## config.mk

```make
export PLATFORM = sky130hd
export DESIGN_NAME = rob_multi_flat
export DESIGN_NICKNAME = d
export VERILOG_FILES = /design/src/rtl/rob_pkg.sv /design/src/rtl/rob_multi_if.sv /design/src/rtl/rob_commit_select.sv /design/src/rtl/rob_multi.sv /design/src/flat_wrapper.sv
export SDC_FILE = /design/constraint.sdc
export NUM_CORES = 1
export LEC_CHECK = 0
export CORE_UTILIZATION = 40
export DETAILED_ROUTE_END_ITERATION = 8
export SLEW_MARGIN = 20
export SYNTH_ARGS = -nofsm -noshare
export SYNTH_HDL_FRONTEND = slang
export SYNTH_SLANG_ARGS = --single-unit
```

## constraint.sdc

```tcl
create_clock -name clk -period 8.98 [get_ports clk]
set_input_delay 0.898 -clock clk [delete_from_list [all_inputs] [get_ports clk]]
set_output_delay 0.898 -clock clk [all_outputs]
set_load 0.01 [all_outputs]
```

## src/rtl/rob_pkg.sv

```systemverilog
// Shared types and helpers for the multi-port reorder buffer.
// Entry layout and age arithmetic live here so top and bench agree on them.
package rob_pkg;

  localparam int ROB_WIDTH    = 4;
  localparam int ROB_SIZE     = 1 << ROB_WIDTH;
  localparam int PREG_WIDTH   = 7;
  localparam int NUM_CDB      = 2;
  localparam int COMMIT_WIDTH = 2;

  typedef struct packed {
    logic                  valid;
    logic                  busy;
    logic                  is_branch;
    logic                  reg_write;
    logic [PREG_WIDTH-1:0] old_prd;
    logic [31:0]           pc;
  } rob_entry_t;

  // Distance from the head; wraps naturally in ROB_WIDTH-bit arithmetic.
  function automatic logic [ROB_WIDTH-1:0] rob_age(input logic [ROB_WIDTH-1:0] tag,
                                                   input logic [ROB_WIDTH-1:0] head);
    return tag - head;
  endfunction

endpackage

```

## src/rtl/rob_multi_if.sv

```systemverilog
// Dispatch, writeback, commit and recovery signals of the reorder buffer.
// The master side is dispatch/execute; the slave side is the ROB itself.
interface rob_multi_if #(
  parameter int ROB_WIDTH    = 4,
  parameter int PREG_WIDTH   = 7,
  parameter int NUM_CDB      = 2,
  parameter int COMMIT_WIDTH = 2
);

  logic                             i_alloc_valid;
  logic [PREG_WIDTH-1:0]            i_old_prd;
  logic                             i_is_branch;
  logic                             i_reg_write;
  logic [31:0]                      i_pc;
  logic                             o_alloc_ready;
  logic [ROB_WIDTH-1:0]             o_alloc_tag;
  logic [NUM_CDB-1:0]               i_cdb_valid;
  logic [NUM_CDB*ROB_WIDTH-1:0]     i_cdb_tag;
  logic [COMMIT_WIDTH-1:0]          o_commit_valid;
  logic [COMMIT_WIDTH*ROB_WIDTH-1:0] o_commit_tag;
  logic [COMMIT_WIDTH*PREG_WIDTH-1:0] o_commit_old_preg;
  logic [COMMIT_WIDTH-1:0]          o_commit_reg_write;
  logic [COMMIT_WIDTH*32-1:0]       o_commit_pc;
  logic                             i_flush_valid;
  logic [ROB_WIDTH-1:0]             i_flush_tag;
  logic [ROB_WIDTH:0]               o_count;
  logic                             o_empty;

  modport master (
    output i_alloc_valid, i_old_prd, i_is_branch, i_reg_write, i_pc,
    output i_cdb_valid, i_cdb_tag, i_flush_valid, i_flush_tag,
    input  o_alloc_ready, o_alloc_tag, o_commit_valid, o_commit_tag,
    input  o_commit_old_preg, o_commit_reg_write, o_commit_pc, o_count, o_empty
  );

  modport slave (
    input  i_alloc_valid, i_old_prd, i_is_branch, i_reg_write, i_pc,
    input  i_cdb_valid, i_cdb_tag, i_flush_valid, i_flush_tag,
    output o_alloc_ready, o_alloc_tag, o_commit_valid, o_commit_tag,
    output o_commit_old_preg, o_commit_reg_write, o_commit_pc, o_count, o_empty
  );

endinterface

```

## src/rtl/rob_commit_select.sv

```systemverilog
// Picks the in-order retire lanes: a contiguous prefix of ready entries
// starting at the head, bounded by the occupancy count.
module rob_commit_select #(
  parameter int ROB_WIDTH    = 4,
  parameter int COMMIT_WIDTH = 2,
  parameter int NCW          = $clog2(COMMIT_WIDTH + 1)
) (
  input  logic [(1<<ROB_WIDTH)-1:0] ready,
  input  logic [ROB_WIDTH-1:0]      head,
  input  logic [ROB_WIDTH:0]        count,
  output logic [COMMIT_WIDTH-1:0]   commit_valid,
  output logic [NCW-1:0]            ncommit
);

  logic                 chain;
  logic [ROB_WIDTH-1:0] idx;

  // A lane may only retire if every older lane retires too.
  always_comb begin
    commit_valid = '0;
    ncommit      = '0;
    chain        = 1'b1;
    idx          = '0;
    for (int k = 0; k < COMMIT_WIDTH; k++) begin
      idx             = head + ROB_WIDTH'(k);
      chain           = chain && ((ROB_WIDTH+1)'(k) < count) && ready[idx];
      commit_valid[k] = chain;
      ncommit         = ncommit + NCW'(chain);
    end
  end

endmodule

```

## src/rtl/rob_multi.sv

```systemverilog
// Reorder buffer with tail-owned allocation, multi-port completion,
// multi-lane in-order commit and selective squash of younger entries.
module rob_multi
  import rob_pkg::*;
#(
  parameter int ROB_WIDTH    = rob_pkg::ROB_WIDTH,
  parameter int PREG_WIDTH   = rob_pkg::PREG_WIDTH,
  parameter int NUM_CDB      = rob_pkg::NUM_CDB,
  parameter int COMMIT_WIDTH = rob_pkg::COMMIT_WIDTH
) (
  input logic        clk,
  input logic        reset,
  rob_multi_if.slave bus
);

  localparam int SIZE = 1 << ROB_WIDTH;
  localparam int NCW  = $clog2(COMMIT_WIDTH + 1);

  rob_entry_t           entries [SIZE];
  logic [ROB_WIDTH-1:0] head;
  logic [ROB_WIDTH-1:0] tail;
  logic [ROB_WIDTH:0]   count;

  logic                 full;
  logic                 alloc_fire;
  logic [ROB_WIDTH-1:0] flush_age;
  logic [SIZE-1:0]      squash;
  logic [SIZE-1:0]      ready;
  logic [SIZE-1:0]      committed;
  logic [SIZE-1:0]      cdb_hit;
  logic [NCW-1:0]       ncommit;

  assign full       = (count == (ROB_WIDTH+1)'(SIZE));
  assign alloc_fire = bus.i_alloc_valid && !full && !bus.i_flush_valid;
  assign flush_age  = rob_age(bus.i_flush_tag, head);

  // Squashed entries are excluded from ready so a flush can never retire
  // anything younger than the mispredicted branch.
  always_comb begin
    squash    = '0;
    ready     = '0;
    committed = '0;
    cdb_hit   = '0;
    for (int i = 0; i < SIZE; i++) begin
      squash[i] = bus.i_flush_valid && entries[i].valid &&
                  (rob_age(ROB_WIDTH'(i), head) > flush_age);
      ready[i]  = entries[i].valid && !entries[i].busy && !squash[i];
    end
    for (int k = 0; k < COMMIT_WIDTH; k++)
      if (bus.o_commit_valid[k]) committed[head + ROB_WIDTH'(k)] = 1'b1;
    for (int p = 0; p < NUM_CDB; p++)
      if (bus.i_cdb_valid[p]) cdb_hit[bus.i_cdb_tag[p*ROB_WIDTH +: ROB_WIDTH]] = 1'b1;
  end

  rob_commit_select #(
    .ROB_WIDTH   (ROB_WIDTH),
    .COMMIT_WIDTH(COMMIT_WIDTH),
    .NCW         (NCW)
  ) u_select (
    .ready       (ready),
    .head        (head),
    .count       (count),
    .commit_valid(bus.o_commit_valid),
    .ncommit     (ncommit)
  );

  // Allocation owns the tail slot outright; a stray CDB write to it is lost.
  always_ff @(posedge clk) begin
    if (reset) begin
      for (int i = 0; i < SIZE; i++) begin
        entries[i].valid <= 1'b0;
        entries[i].busy  <= 1'b0;
      end
    end else begin
      for (int i = 0; i < SIZE; i++) begin
        if (alloc_fire && (tail == ROB_WIDTH'(i))) begin
          entries[i] <= '{valid: 1'b1, busy: 1'b1, is_branch: bus.i_is_branch,
                          reg_write: bus.i_reg_write, old_prd: bus.i_old_prd,
                          pc: bus.i_pc};
        end else if (squash[i] || committed[i]) begin
          entries[i].valid <= 1'b0;
          entries[i].busy  <= 1'b0;
        end else if (cdb_hit[i] && entries[i].valid) begin
          entries[i].busy <= 1'b0;
        end
      end
    end
  end

  // On a flush the branch becomes the youngest entry.
  always_ff @(posedge clk) begin
    if (reset) begin
      head  <= '0;
      tail  <= '0;
      count <= '0;
    end else begin
      head <= head + ROB_WIDTH'(ncommit);
      if (bus.i_flush_valid) begin
        tail  <= bus.i_flush_tag + ROB_WIDTH'(1);
        count <= (ROB_WIDTH+1)'(flush_age) + (ROB_WIDTH+1)'(1) - (ROB_WIDTH+1)'(ncommit);
      end else begin
        if (alloc_fire) tail <= tail + ROB_WIDTH'(1);
        count <= count + (ROB_WIDTH+1)'(alloc_fire) - (ROB_WIDTH+1)'(ncommit);
      end
    end
  end

  assign bus.o_alloc_ready = !full;
  assign bus.o_alloc_tag   = tail;
  assign bus.o_count       = count;
  assign bus.o_empty       = (count == '0);

  for (genvar k = 0; k < COMMIT_WIDTH; k++) begin : g_lane
    logic [ROB_WIDTH-1:0] lane_idx;
    assign lane_idx = head + ROB_WIDTH'(k);
    assign bus.o_commit_tag[k*ROB_WIDTH +: ROB_WIDTH] = lane_idx;
    assign bus.o_commit_reg_write[k] = entries[lane_idx].reg_write;
    assign bus.o_commit_old_preg[k*PREG_WIDTH +: PREG_WIDTH] =
      entries[lane_idx].reg_write ? entries[lane_idx].old_prd : '0;
    assign bus.o_commit_pc[k*32 +: 32] = entries[lane_idx].pc;
  end

endmodule

```

## src/flat_wrapper.sv

```systemverilog
// flat-port wrapper written by rule: the top's interface ports become plain ports
module rob_multi_flat import rob_pkg::*;
#(
  parameter int ROB_WIDTH    = rob_pkg::ROB_WIDTH,
  parameter int PREG_WIDTH   = rob_pkg::PREG_WIDTH,
  parameter int NUM_CDB      = rob_pkg::NUM_CDB,
  parameter int COMMIT_WIDTH = rob_pkg::COMMIT_WIDTH
)
  (clk, reset, bus_i_alloc_valid, bus_i_old_prd, bus_i_is_branch, bus_i_reg_write, bus_i_pc, bus_i_cdb_valid, bus_i_cdb_tag, bus_i_flush_valid, bus_i_flush_tag, bus_o_alloc_ready, bus_o_alloc_tag, bus_o_commit_valid, bus_o_commit_tag, bus_o_commit_old_preg, bus_o_commit_reg_write, bus_o_commit_pc, bus_o_count, bus_o_empty);
  rob_multi_if #(.ROB_WIDTH(ROB_WIDTH), .PREG_WIDTH(PREG_WIDTH), .NUM_CDB(NUM_CDB), .COMMIT_WIDTH(COMMIT_WIDTH)) bus_i ();
  input logic clk;
  input logic reset;
  input wire logic [$bits(bus_i.i_alloc_valid)-1:0] bus_i_alloc_valid;
  input wire logic [$bits(bus_i.i_old_prd)-1:0] bus_i_old_prd;
  input wire logic [$bits(bus_i.i_is_branch)-1:0] bus_i_is_branch;
  input wire logic [$bits(bus_i.i_reg_write)-1:0] bus_i_reg_write;
  input wire logic [$bits(bus_i.i_pc)-1:0] bus_i_pc;
  input wire logic [$bits(bus_i.i_cdb_valid)-1:0] bus_i_cdb_valid;
  input wire logic [$bits(bus_i.i_cdb_tag)-1:0] bus_i_cdb_tag;
  input wire logic [$bits(bus_i.i_flush_valid)-1:0] bus_i_flush_valid;
  input wire logic [$bits(bus_i.i_flush_tag)-1:0] bus_i_flush_tag;
  output wire logic [$bits(bus_i.o_alloc_ready)-1:0] bus_o_alloc_ready;
  output wire logic [$bits(bus_i.o_alloc_tag)-1:0] bus_o_alloc_tag;
  output wire logic [$bits(bus_i.o_commit_valid)-1:0] bus_o_commit_valid;
  output wire logic [$bits(bus_i.o_commit_tag)-1:0] bus_o_commit_tag;
  output wire logic [$bits(bus_i.o_commit_old_preg)-1:0] bus_o_commit_old_preg;
  output wire logic [$bits(bus_i.o_commit_reg_write)-1:0] bus_o_commit_reg_write;
  output wire logic [$bits(bus_i.o_commit_pc)-1:0] bus_o_commit_pc;
  output wire logic [$bits(bus_i.o_count)-1:0] bus_o_count;
  output wire logic [$bits(bus_i.o_empty)-1:0] bus_o_empty;
  assign bus_i.i_alloc_valid = bus_i_alloc_valid;
  assign bus_i.i_old_prd = bus_i_old_prd;
  assign bus_i.i_is_branch = bus_i_is_branch;
  assign bus_i.i_reg_write = bus_i_reg_write;
  assign bus_i.i_pc = bus_i_pc;
  assign bus_i.i_cdb_valid = bus_i_cdb_valid;
  assign bus_i.i_cdb_tag = bus_i_cdb_tag;
  assign bus_i.i_flush_valid = bus_i_flush_valid;
  assign bus_i.i_flush_tag = bus_i_flush_tag;
  assign bus_o_alloc_ready = bus_i.o_alloc_ready;
  assign bus_o_alloc_tag = bus_i.o_alloc_tag;
  assign bus_o_commit_valid = bus_i.o_commit_valid;
  assign bus_o_commit_tag = bus_i.o_commit_tag;
  assign bus_o_commit_old_preg = bus_i.o_commit_old_preg;
  assign bus_o_commit_reg_write = bus_i.o_commit_reg_write;
  assign bus_o_commit_pc = bus_i.o_commit_pc;
  assign bus_o_count = bus_i.o_count;
  assign bus_o_empty = bus_i.o_empty;
  rob_multi #(.ROB_WIDTH(ROB_WIDTH), .PREG_WIDTH(PREG_WIDTH), .NUM_CDB(NUM_CDB), .COMMIT_WIDTH(COMMIT_WIDTH)) u_core (.clk(clk), .reset(reset), .bus(bus_i));
endmodule
```

==> impl_metrics.env <==
export IMPL_port_buffer_count=158
export IMPL_overflow=0
export IMPL_io_pins=160
export IMPL_postSynthNetCount=2133
export IMPL_ys_async_sr_fraction_pct=0
export IMPL_period_minus_slack_ns=7.51
export IMPL_cts_sinks=685
export IMPL_antenna_found_initial=6
export IMPL_instances_no_fill=3372
export IMPL_die_area_um2=88600
export IMPL_cp_max_fo=17
export IMPL_grt_pass1_wl_mm=150
export IMPL_cp_required_ns=8.08
export IMPL_ant_nets=0
export IMPL_period_share_pct=83.7
export IMPL_hold_depth=1
export IMPL_final_nets=2269
export IMPL_n_fill_cell=7424
export IMPL_routed_wl_met2_mm=49.3
export IMPL_fp_row_count=108
export IMPL_yosys_top_cells_area="edfxtp_1 57%, mux4_2 25%, ha_1 1.8%, a31oi_1 1.1%, dfxtp_1 0.97%"
export IMPL_post_cts_setup_buffers=0
export IMPL_final_common_cell="edfxtp_1"
export IMPL_max_slew_margin_rel_pct=27.7
export IMPL_cts_resized=0
export IMPL_synth_xor_area_share_pct=0.762
export IMPL_synth_seq_cells=685
export IMPL_avgSynthCellArea_um2=17.3
export IMPL_vias=21764
export IMPL_muxShareOfSynthArea_pct=25.3
export IMPL_die_w_um=298
export IMPL_reg2reg_depth=28
export IMPL_routed_top_layer="met5"
export IMPL_wl_mm=103
export IMPL_routabilityCongestion=0.916
export IMPL_slew_viol_final=0
export IMPL_tightest_slew_ns=1.08
export IMPL_final_hold_viol_count=0
export IMPL_drive_gt1_share_pct=27.2
export IMPL_start_util_pct=40.3
export IMPL_cts_tree="done"
export IMPL_arrival_ns=6.62
export IMPL_dpl_cell_count=3231
export IMPL_synthToLayoutAreaGrowth_pct=15.8
export IMPL_ys_types=86
export IMPL_powerDensity_nw_per_um2=226
export IMPL_wl_per_cell_um=30.6
export IMPL_clock_latency_ns=0.65
export IMPL_root_buffer="clkbuf_16"
export IMPL_crit_type="primary input to output port"
export IMPL_yosys_area_share_adder_pct=2.22
export IMPL_multi_input_area_um2=13700
export IMPL_maxCapViolCount=0
export IMPL_status="complete, no violations"
export IMPL_first_global_vias=22246
export IMPL_synthSimpleGateAreaFrac_pct=5.35
export IMPL_grtUsageTotal_pct=23.2
export IMPL_wl_met3_mm=8.97
export IMPL_diodes=0
export IMPL_synth_top_cell_area_share_pct=57.3
export IMPL_drt_met1_wl_mm=41.3
export IMPL_synth_top_family_by_area="multiplexers"
export IMPL_finClkSkew_ns=0.0287
export IMPL_synth_area_um2=35000
export IMPL_dp_hpwl_mm=59.0
export IMPL_ctsHtreeMaxLevel=3
export IMPL_critPathCaptureType="output port"
export IMPL_synth_edf_count=668
export IMPL_drc=0
export IMPL_layout_common_cells="668 x edfxtp_1, 391 x mux4_2, 156 x clkdlybuf4s50_1, 88 x inv_1, 79 x nand2_1"
export IMPL_min_path_type="register to register"
export IMPL_synth_compound_area_share_pct=5.15
export IMPL_seq_area_um2=20400
export IMPL_syn_inst=2020
export IMPL_vias_per_cell=6.45
export IMPL_path_clk_slew_ns=0.05
export IMPL_total_power_uw=9170
export IMPL_grt_max_degree=146
export IMPL_yosys_area_top_type="edfxtp_1"
export IMPL_ir_worst_vdd_mv=0.186
export IMPL_dr_pass1_iters=6
export IMPL_drt_iter0_drc=2239
export IMPL_cp_start_kind="primary input"
export IMPL_postCtsHoldBufs=0
export IMPL_yosysSeqAreaShare_pct=58.3
export IMPL_p_leak_uw=0.0127
export IMPL_clock_path_buffers=3
export IMPL_fin_setup_tns_ns=0
export IMPL_rsz0062_at_grt="no"
export IMPL_ys_flop_type="edfxtp_1"
export IMPL_fmax_mhz=133
export IMPL_cts_inserted_buffers=77
export IMPL_setup_viol=0
export IMPL_die_h_um=298
export IMPL_core_um2=86800
export IMPL_yosysWarnings=0
[area by class of cell]
class | instances | area share [%]
well taps | 1155 | 3.57
clock buffers | 87 | 4.85
clock inverters | 53 | 1.41
repair buffers | 212 | 5.07
multi-input cells | 1087 | 33.8
flip-flops and latches | 685 | 50.4
inverters | 93 | 0.871
[path summary, 6_finish.rpt]
| check | slack [ns] | endpoint | start |
|---|---|---|---|
| hold reg to reg | 0.48 | u_core.entries[8][41] | u_core.entries[8][41] |
| setup reg to reg | 2.07 | u_core.bus.o_count[4] | u_core.head[0] |
| setup / recovery | 1.47 | bus_o_commit_valid[1] | bus_i_flush_tag[0] |
| hold / removal | 0.48 | u_core.entries[8][41] | u_core.entries[8][41] |
[Yosys cell counts (5+ instances only)]
cell type / n
a211oi_1: 7
a21o_1: 16
a21oi_1: 28
a221o_1: 8
a311oi_1: 12
a31oi_1: 64
a32oi_1: 7
and2_1: 7
and3_1: 18
buf_1: 44
buf_2: 15
buf_6: 7
clkbuf_1: 88
dfxtp_1: 17
edfxtp_1: 668
ha_1: 50
inv_1: 88
maj3_1: 6
mux4_2: 391
nand2_1: 79
nand2b_1: 14
nand3_1: 34
nand3b_1: 5
nand4_1: 16
nor2_1: 49
nor2b_1: 22
nor3_1: 29
nor3b_1: 7
nor4_1: 42
o211ai_1: 14
o21a_1: 7
o21ai_0: 23
o22ai_1: 14
or2_2: 7
xnor2_1: 19
xor2_1: 7
[sequential cells by signal, summed over array words and instances, names as in the netlist]
register,flops
u_core.bus.o_count,5
u_core.bus.o_alloc_tag,4
u_core.entries,672
u_core.head,4
[worst max-delay path, stage by stage]
cell and delay [ns]:
clkdlybuf4s50_1 0.56, inv_1 0.14, ha_1 0.18, inv_1 0.06, fa_1 0.40, xor2_1 0.45, inv_1 0.32, ha_1 0.29
or2_2 0.27, o22a_1 0.20, and2_1 0.18, a311oi_1 0.39, nand3_1 0.14, a32oi_1 0.25, or4b_1 0.56, nand3_1 0.26
nor2_1 0.43, clkdlybuf4s50_1 0.64
[metal layers]
layer | global-route usage (%) | vias up
met4 | 7.94 | 10
met1 | 31.7 | 11556
met5 | 0 | -
met3 | 4.92 | 227
met2 | 36.9 | 1145
li1 | - | 8826
[logic make-up (layout without fill, tap and decap cells)]
logic type / Yosys count / count (layout)
DFF: 685 / 685
muxes: 396 / 396
and+or+nand+nor: 351 / 351
AOI/OAI and AO/OA: 251 / 251
buffers and inverters: 248 / 445
adders and majority gates: 61 / 61
xor gates and xnor gates: 28 / 28
[report_power, final]
part	switching [uW]	total, uW	leakage (uW)	internal (uW)
registers	51.2	3740	0.00635	3690
clock network	1320	3150	0.00122	1820
logic	1230	2280	0.00515	1050
[metrics by stage]
step,utilization (%),setup WS (ns),hold slack (ns),area (um^2)
finish,46.7,1.47,0.484,40500
global route,46.7,1.02,0.517,40500
CTS,46.7,1.56,0.493,40500
detailed placement,43.7,1.02,0.480,37900
global placement,43.7,1.05,0.464,37900
floorplan,-,2.71,0.450,35000
No activity file was read; power rests on OpenSTA's default activity.
